File: src/rtl/yasac_host.sv
// Host-side sequencer for one yasac core: loads the CPU input ports from
// shadow registers, pulses START, waits for RDY to complete a run, and
// captures the CPU output ports into readable result registers.
module yasac_host #(
    parameter int TIMEOUT_CYCLES = 4096,
    parameter int CNT_W          = 16
) (
    input  logic             CLK,
    input  logic             RESET,
    input  logic             WR_EN,
    input  logic [2:0]       WR_ADDR,
    input  logic [7:0]       WR_DATA,
    input  logic             GO,
    input  logic [2:0]       RD_ADDR,
    output logic [7:0]       RD_DATA,
    output logic             BUSY,
    output logic             DONE,
    output logic             ERR,
    output logic [CNT_W-1:0] RUN_COUNT,
    output logic             CPU_START,
    input  logic             CPU_RDY,
    output logic [7:0]       CPU_IN0,
    output logic [7:0]       CPU_IN1,
    output logic [7:0]       CPU_IN2,
    output logic [7:0]       CPU_IN3,
    output logic [7:0]       CPU_IN4,
    output logic [7:0]       CPU_IN5,
    output logic [7:0]       CPU_IN6,
    output logic [7:0]       CPU_IN7,
    input  logic [7:0]       CPU_OUT0,
    input  logic [7:0]       CPU_OUT1,
    input  logic [7:0]       CPU_OUT2,
    input  logic [7:0]       CPU_OUT3,
    input  logic [7:0]       CPU_OUT4,
    input  logic [7:0]       CPU_OUT5,
    input  logic [7:0]       CPU_OUT6,
    input  logic [7:0]       CPU_OUT7
);

    typedef enum logic [2:0] {
        S_IDLE, S_ARM, S_LOAD, S_PULSE, S_RUN, S_CAPT
    } state_t;

    state_t           state_q;
    logic [7:0]       shadow_q [8];
    logic [7:0]       cpu_in_q [8];
    logic [7:0]       res_q    [8];
    logic [7:0]       cpu_out_w[8];
    logic             start_q, done_q, err_q, seen_low_q;
    logic [CNT_W-1:0] cnt_q, cnt_d, run_cnt_q;
    logic             tmo;

    assign cpu_out_w[0] = CPU_OUT0;
    assign cpu_out_w[1] = CPU_OUT1;
    assign cpu_out_w[2] = CPU_OUT2;
    assign cpu_out_w[3] = CPU_OUT3;
    assign cpu_out_w[4] = CPU_OUT4;
    assign cpu_out_w[5] = CPU_OUT5;
    assign cpu_out_w[6] = CPU_OUT6;
    assign cpu_out_w[7] = CPU_OUT7;

    // Timeout fires on the ARM/RUN cycle that brings the count to the limit.
    assign cnt_d = cnt_q + CNT_W'(1);
    assign tmo   = (TIMEOUT_CYCLES != 0) && (cnt_d == CNT_W'(TIMEOUT_CYCLES));

    // Shadow registers accept host writes in every state.
    always_ff @(posedge CLK or posedge RESET) begin
        if (RESET) begin
            for (int i = 0; i < 8; i++) shadow_q[i] <= '0;
        end else if (WR_EN) begin
            shadow_q[WR_ADDR] <= WR_DATA;
        end
    end

    // Run sequencer: all FSM outputs are registered here.
    always_ff @(posedge CLK or posedge RESET) begin
        if (RESET) begin
            state_q    <= S_IDLE;
            start_q    <= 1'b0;
            done_q     <= 1'b0;
            err_q      <= 1'b0;
            seen_low_q <= 1'b0;
            cnt_q      <= '0;
            run_cnt_q  <= '0;
            for (int i = 0; i < 8; i++) begin
                cpu_in_q[i] <= '0;
                res_q[i]    <= '0;
            end
        end else begin
            start_q <= 1'b0;
            done_q  <= 1'b0;
            case (state_q)
                S_IDLE: if (GO) begin
                    err_q   <= 1'b0;
                    cnt_q   <= '0;
                    state_q <= S_ARM;
                end
                S_ARM: begin
                    cnt_q <= cnt_d;
                    if (CPU_RDY) begin
                        state_q <= S_LOAD;
                    end else if (tmo) begin
                        err_q   <= 1'b1;
                        state_q <= S_IDLE;
                    end
                end
                S_LOAD: begin
                    // Old shadow values are copied; a same-cycle write lands after.
                    for (int i = 0; i < 8; i++) cpu_in_q[i] <= shadow_q[i];
                    start_q <= 1'b1;
                    state_q <= S_PULSE;
                end
                S_PULSE: begin
                    seen_low_q <= 1'b0;
                    state_q    <= S_RUN;
                end
                S_RUN: begin
                    cnt_q <= cnt_d;
                    if (!CPU_RDY) seen_low_q <= 1'b1;
                    // RDY must have dropped after START before a high counts.
                    if (CPU_RDY && seen_low_q) begin
                        state_q <= S_CAPT;
                    end else if (tmo) begin
                        err_q   <= 1'b1;
                        state_q <= S_IDLE;
                    end
                end
                S_CAPT: begin
                    for (int i = 0; i < 8; i++) res_q[i] <= cpu_out_w[i];
                    done_q    <= 1'b1;
                    run_cnt_q <= run_cnt_q + CNT_W'(1);
                    state_q   <= S_IDLE;
                end
                default: state_q <= S_IDLE;
            endcase
        end
    end

    assign RD_DATA   = res_q[RD_ADDR];
    assign BUSY      = (state_q != S_IDLE);
    assign DONE      = done_q;
    assign ERR       = err_q;
    assign RUN_COUNT = run_cnt_q;
    assign CPU_START = start_q;
    assign CPU_IN0   = cpu_in_q[0];
    assign CPU_IN1   = cpu_in_q[1];
    assign CPU_IN2   = cpu_in_q[2];
    assign CPU_IN3   = cpu_in_q[3];
    assign CPU_IN4   = cpu_in_q[4];
    assign CPU_IN5   = cpu_in_q[5];
    assign CPU_IN6   = cpu_in_q[6];
    assign CPU_IN7   = cpu_in_q[7];

endmodule
File: config.mk
export PLATFORM = sky130hd
export DESIGN_NAME = yasac_host
export DESIGN_NICKNAME = d
export VERILOG_FILES = /design/src/rtl/yasac_host.sv
export SDC_FILE = /design/constraint.sdc
export NUM_CORES = 1
export LEC_CHECK = 0
export CAP_MARGIN = 20
export CORE_ASPECT_RATIO = 0.9
export CORE_MARGIN = 4
export CORE_UTILIZATION = 35
export CTS_BUF_LIST = sky130_fd_sc_hd__clkbuf_2
export CTS_CLUSTER_SIZE = 12
export DETAILED_ROUTE_END_ITERATION = 8
export MAX_ROUTING_LAYER = met4
export PLACE_DENSITY = 0.67
export SLEW_MARGIN = 30
export SYNTH_ARGS = -nofsm -noshare
export SYNTH_HDL_FRONTEND = slang
export SYNTH_SLANG_ARGS = --single-unit
File: constraint.sdc
create_clock -name CLK -period 21.5 [get_ports CLK]
set_clock_uncertainty 0.2 [all_clocks]
set_input_delay 2.15 -clock CLK [delete_from_list [all_inputs] [get_ports CLK]]
set_output_delay 2.15 -clock CLK [all_outputs]
set_load 0.02 [all_outputs]
==> summary by stage <==
Clock tree
The total of cells resized after clock tree synthesis is 0. The buffer type at the clock tree root is sky130_fd_sc_hd__clkbuf_2. The number of buffers added by the clock tree synthesis step is 61.

In this run the number of H-tree levels came out at 2. The hold buffer count at cts is 0. CTS saw 231 sinks.

The buffers inserted during post-CTS setup optimization is 0. The clock latency reported for the late side of the worst-skew pair is 0.80 ns. The clock transition at the register clock pins on the worst setup and hold paths after CTS is roughly 0.090 ns. In this run the deepest clock path goes through 3 buffers. The CTS tree is done.

STA
The count of final max-slew check failures was 0. The final setup violation count is 0. The share of the cycle needed by the critical path after routing is 31.4%. The number of hold violations in the final report is 0. The timing-limited maximum frequency is approximately 150 MHz. Setup total negative slack on the finished layout was measured at 0 ns. The routed design could run at a clock period as short as 6.75 ns. Setup repair after global routing left no endpoint under its margin. The headroom to the max-slew limit is about two fifths. At the pin with the least slew margin, the transition time is 0.888 ns.

Logic synthesis
The cell type with the highest aggregate area in the netlist is sky130_fd_sc_hd__dfrtp_1. The mapped netlist covers approximately 10000 um2. Sequential cells were found to cover 59.3% of the synthesized design area. After synthesis, the share of flip-flops with an asynchronous set or reset is 100%. Yosys attributes the largest share of cell area to sky130_fd_sc_hd__dfrtp_1 59%, sky130_fd_sc_hd__mux2_2 16%, sky130_fd_sc_hd__nand2_1 8.2%. The Yosys step of the flow raised 0 warnings. The average instance area after synthesis is approximately 12 um2. The gate count of the mapped netlist is between 800 and 900. The number of storage elements in the synthesis netlist is around 230.

The commonest cells after synthesis are 231 x sky130_fd_sc_hd__dfrtp_1, 214 x sky130_fd_sc_hd__nand2_1, 136 x sky130_fd_sc_hd__mux2_2. The number of different library cells used by synthesis comes to 51. sky130_fd_sc_hd__dfrtp_1 is the most common cell in the netlist. The most used flip-flop cell after synthesis is sky130_fd_sc_hd__dfrtp_1. The number of nets handed over by synthesis was 888. The share of the synthesized area in the top cell type is 59.3%.

The number of flops mapped to enable cells by yosys is 0.

Finish
Summing all multi-input logic gate instances after layout gives between 3000 and 4000 um2. Of the cells placed in the final design, the portion with a size suffix greater than 1 is 25.3%. Once layout is complete, the utilization of the core stands at a little under half. The final layout contains between 1,000 and 1,500 nets.

The post-route standard cell area excluding fillers is roughly 12,000 um2. The post-route non-filler standard cell count is between 1,000 and 1,500. The area added between synthesis and finish is 27.1%. The layout filler cell count is 2,598.

Across the whole layout, storage elements account for slightly below 6000 um2.

Pwr
The power density normalized to cell area is ~130 nW/um2. The worst supply voltage drop on vdd is around 0.08 mV. For this design the static power due to leakage is between 0.005 and 0.006 uW.

Floorplan
The width of the die is about 180 um. The initial utilization of the core area, before any placement, comes to 35.8%. The vertical die dimension is roughly 170 um. approximately 180 I/O pins were placed.

In this run the core area contains between 50 and 60 standard-cell rows. The area of the core region is about 27,000 um2. The die footprint is approximately 30,000 um2.

Setup path
The end of the worst register-to-register path is RUN_COUNT[12]$_DFFE_PP0P_. The capture point of the critical path is RD_DATA[0]. The worst-case register-to-register setup slack is 18.40 ns. STA classifies the critical path startpoint as an input pin.

The critical path launch point is RD_ADDR[1]. The cell that appears most often on the critical path is sky130_fd_sc_hd__clkdlybuf4s50_1. In this run the worst path has a maximum fanout of 16. The kind of capture point of the worst setup path is an output pin.

The worst register-to-register path begins at state_q[0]$_DFFE_PP0N_. The slowest stage of the critical path belongs to the cell sky130_fd_sc_hd__clkdlybuf4s50_1. The number of cells on the worst reg-to-reg path is 9. The worst setup path is of the in -> out kind. The signal arrival time at the worst endpoint is 4.40 ns. The critical path goes through clkdlybuf4s50_1 -> mux4_2 -> mux2_2 -> clkdlybuf4s50_1. For this run, the slowest stage of the critical path takes 1.00 ns. The required arrival time at the worst endpoint is roughly 19 ns.

Placed design
The number of port buffers is roughly 170. The congestion estimate from routability-driven global placement came to about 0.81. Summing all placed instances gives a cell area of 11,800 um2. The detailed-placement wirelength estimate is between 15,000 and 20,000 um. Once placement completed, the tool counted placed cells totaling 1,294.

Global route
The largest net degree at the start of global routing is between 80 and 90. The first global-routing pass estimated about 37,000 um of wire. The via count of the first global-routing pass is 6,956.

Global routing consumed, over all layers together, 15.4% of the routing resources. The number of antenna violations at the first check in global routing came to 1. Summed over all layers, the global routing overflow is 0.

Route
The number of nets still failing antenna checks after routing is 0. The count of TritonRoute iterations in the first routing pass is 5. The residual DRC count is 0.

The final route contains 6,819 vias. The number of design-rule violations left by the first detailed-router iteration is 419. The total wirelength of the detailed-routed design is 23,300 um. The post-detailed-route via-to-cell ratio is between 4 and 5. Dividing the detail-routed wire length by the instance count gives 16.6 um.

Run status
The run finished with clean final reports.

Hold path
In this run the worst hold path is classified as reg -> reg.

Flow run
The total of max-cap violations is 0.
-- critical path: cells and delay by family --
kind                   cells  cell delay [ns]
buffers and inverters      2             1.55
multiplexers               2             0.70
-- cell families (layout without fill, tap and decap cells) --
kind of cell	count (synthesis)	in the layout	share of synthesized area (%)
AND/OR/NAND/NOR	296	296	13.7
AO/OA/AOI/OAI	56	56	3.63
buffers and inverters	46	294	1.92
multiplexers	154	154	19.6
XOR/XNOR	16	16	1.44
flip-flops	231	231	59.3
adder cells (fa/ha/maj)	3	3	0.385
other	0	1	0
-- placed cells by master (no fill, tap or decap), types with 6 or more instances in the layout --
cell	netlist	final
sky130_fd_sc_hd__o21ai_0	18	18
sky130_fd_sc_hd__mux4_2	16	16
sky130_fd_sc_hd__nand4_1	7	7
sky130_fd_sc_hd__nand2b_1	6	6
sky130_fd_sc_hd__nor2_1	17	16
sky130_fd_sc_hd__clkbuf_2	0	86
sky130_fd_sc_hd__mux2_2	136	136
sky130_fd_sc_hd__clkdlybuf4s50_1	0	173
sky130_fd_sc_hd__clkinv_1	1	16
sky130_fd_sc_hd__nand3_1	12	12
sky130_fd_sc_hd__clkinv_2	0	6
sky130_fd_sc_hd__xnor2_1	13	13
sky130_fd_sc_hd__dfrtp_1	231	231
sky130_fd_sc_hd__o31ai_1	8	7
sky130_fd_sc_hd__nand2_1	214	214
sky130_fd_sc_hd__nand4b_1	6	6
sky130_fd_sc_hd__a21oi_1	12	12
-- report_power, final --
part           total, uW  internal (uW)  leakage [uW]  switching [uW]
registers            693            591       0.00286             102
logic                593            305       0.00226             287
clock network        300            121      0.000420             179
total               1590           1020       0.00554             568
-- metal layers --
metal  part of all wire, %  track usage [%]
met1                    47             21.0
met2                    46             23.2
met3                   5.7             3.55
met4                   1.5             4.44
met5                     0                -
-- area by class of cell --
cell class	count	share of cell area [%]
repair buffers	179	14.4
diodes	1	0.0202
inverters	5	0.212
clock buffers	86	3.47
multi-input cells	525	30.7
clock inverters	24	1.03
well taps	354	3.57
flip-flops and latches	231	46.6
-- stage by stage --
stage | total power, uW | hold slack, ns | setup WS, ns
6_report | 1590 | 0.278 | 14.75
5_1_grt | 1700 | 0.304 | 14.66
4_1_cts | 1610 | 0.279 | 14.75
3_5_place_dp | 1300 | 0.257 | 14.75
3_3_place_gp | 1280 | 0.254 | 14.32
2_1_floorplan | 1040 | 0.240 | 12.82
-- how the worst min path moves through the flow --
stage,start,slack [ns],end,cells after the start
after global placement,res_q[43]$_DFFE_PP0P_,0.25,res_q[43]$_DFFE_PP0P_,2
after CTS,RUN_COUNT[15]$_DFFE_PP0P_,0.28,RUN_COUNT[15]$_DFFE_PP0P_,1
after floorplan,res_q[10]$_DFFE_PP0P_,0.24,res_q[10]$_DFFE_PP0P_,2
after detailed placement,res_q[32]$_DFFE_PP0P_,0.26,res_q[32]$_DFFE_PP0P_,2
after global routing,res_q[8]$_DFFE_PP0P_,0.30,res_q[8]$_DFFE_PP0P_,2
final,RUN_COUNT[15]$_DFFE_PP0P_,0.28,RUN_COUNT[15]$_DFFE_PP0P_,1
-- state kept, by name, indices dropped and copies added (netlist names), 16 cells and up --
name,count
RUN_COUNT,16
cnt_q,16
res_q,64
shadow_q,64
Note: power is estimated with default switching activity, not from simulation.
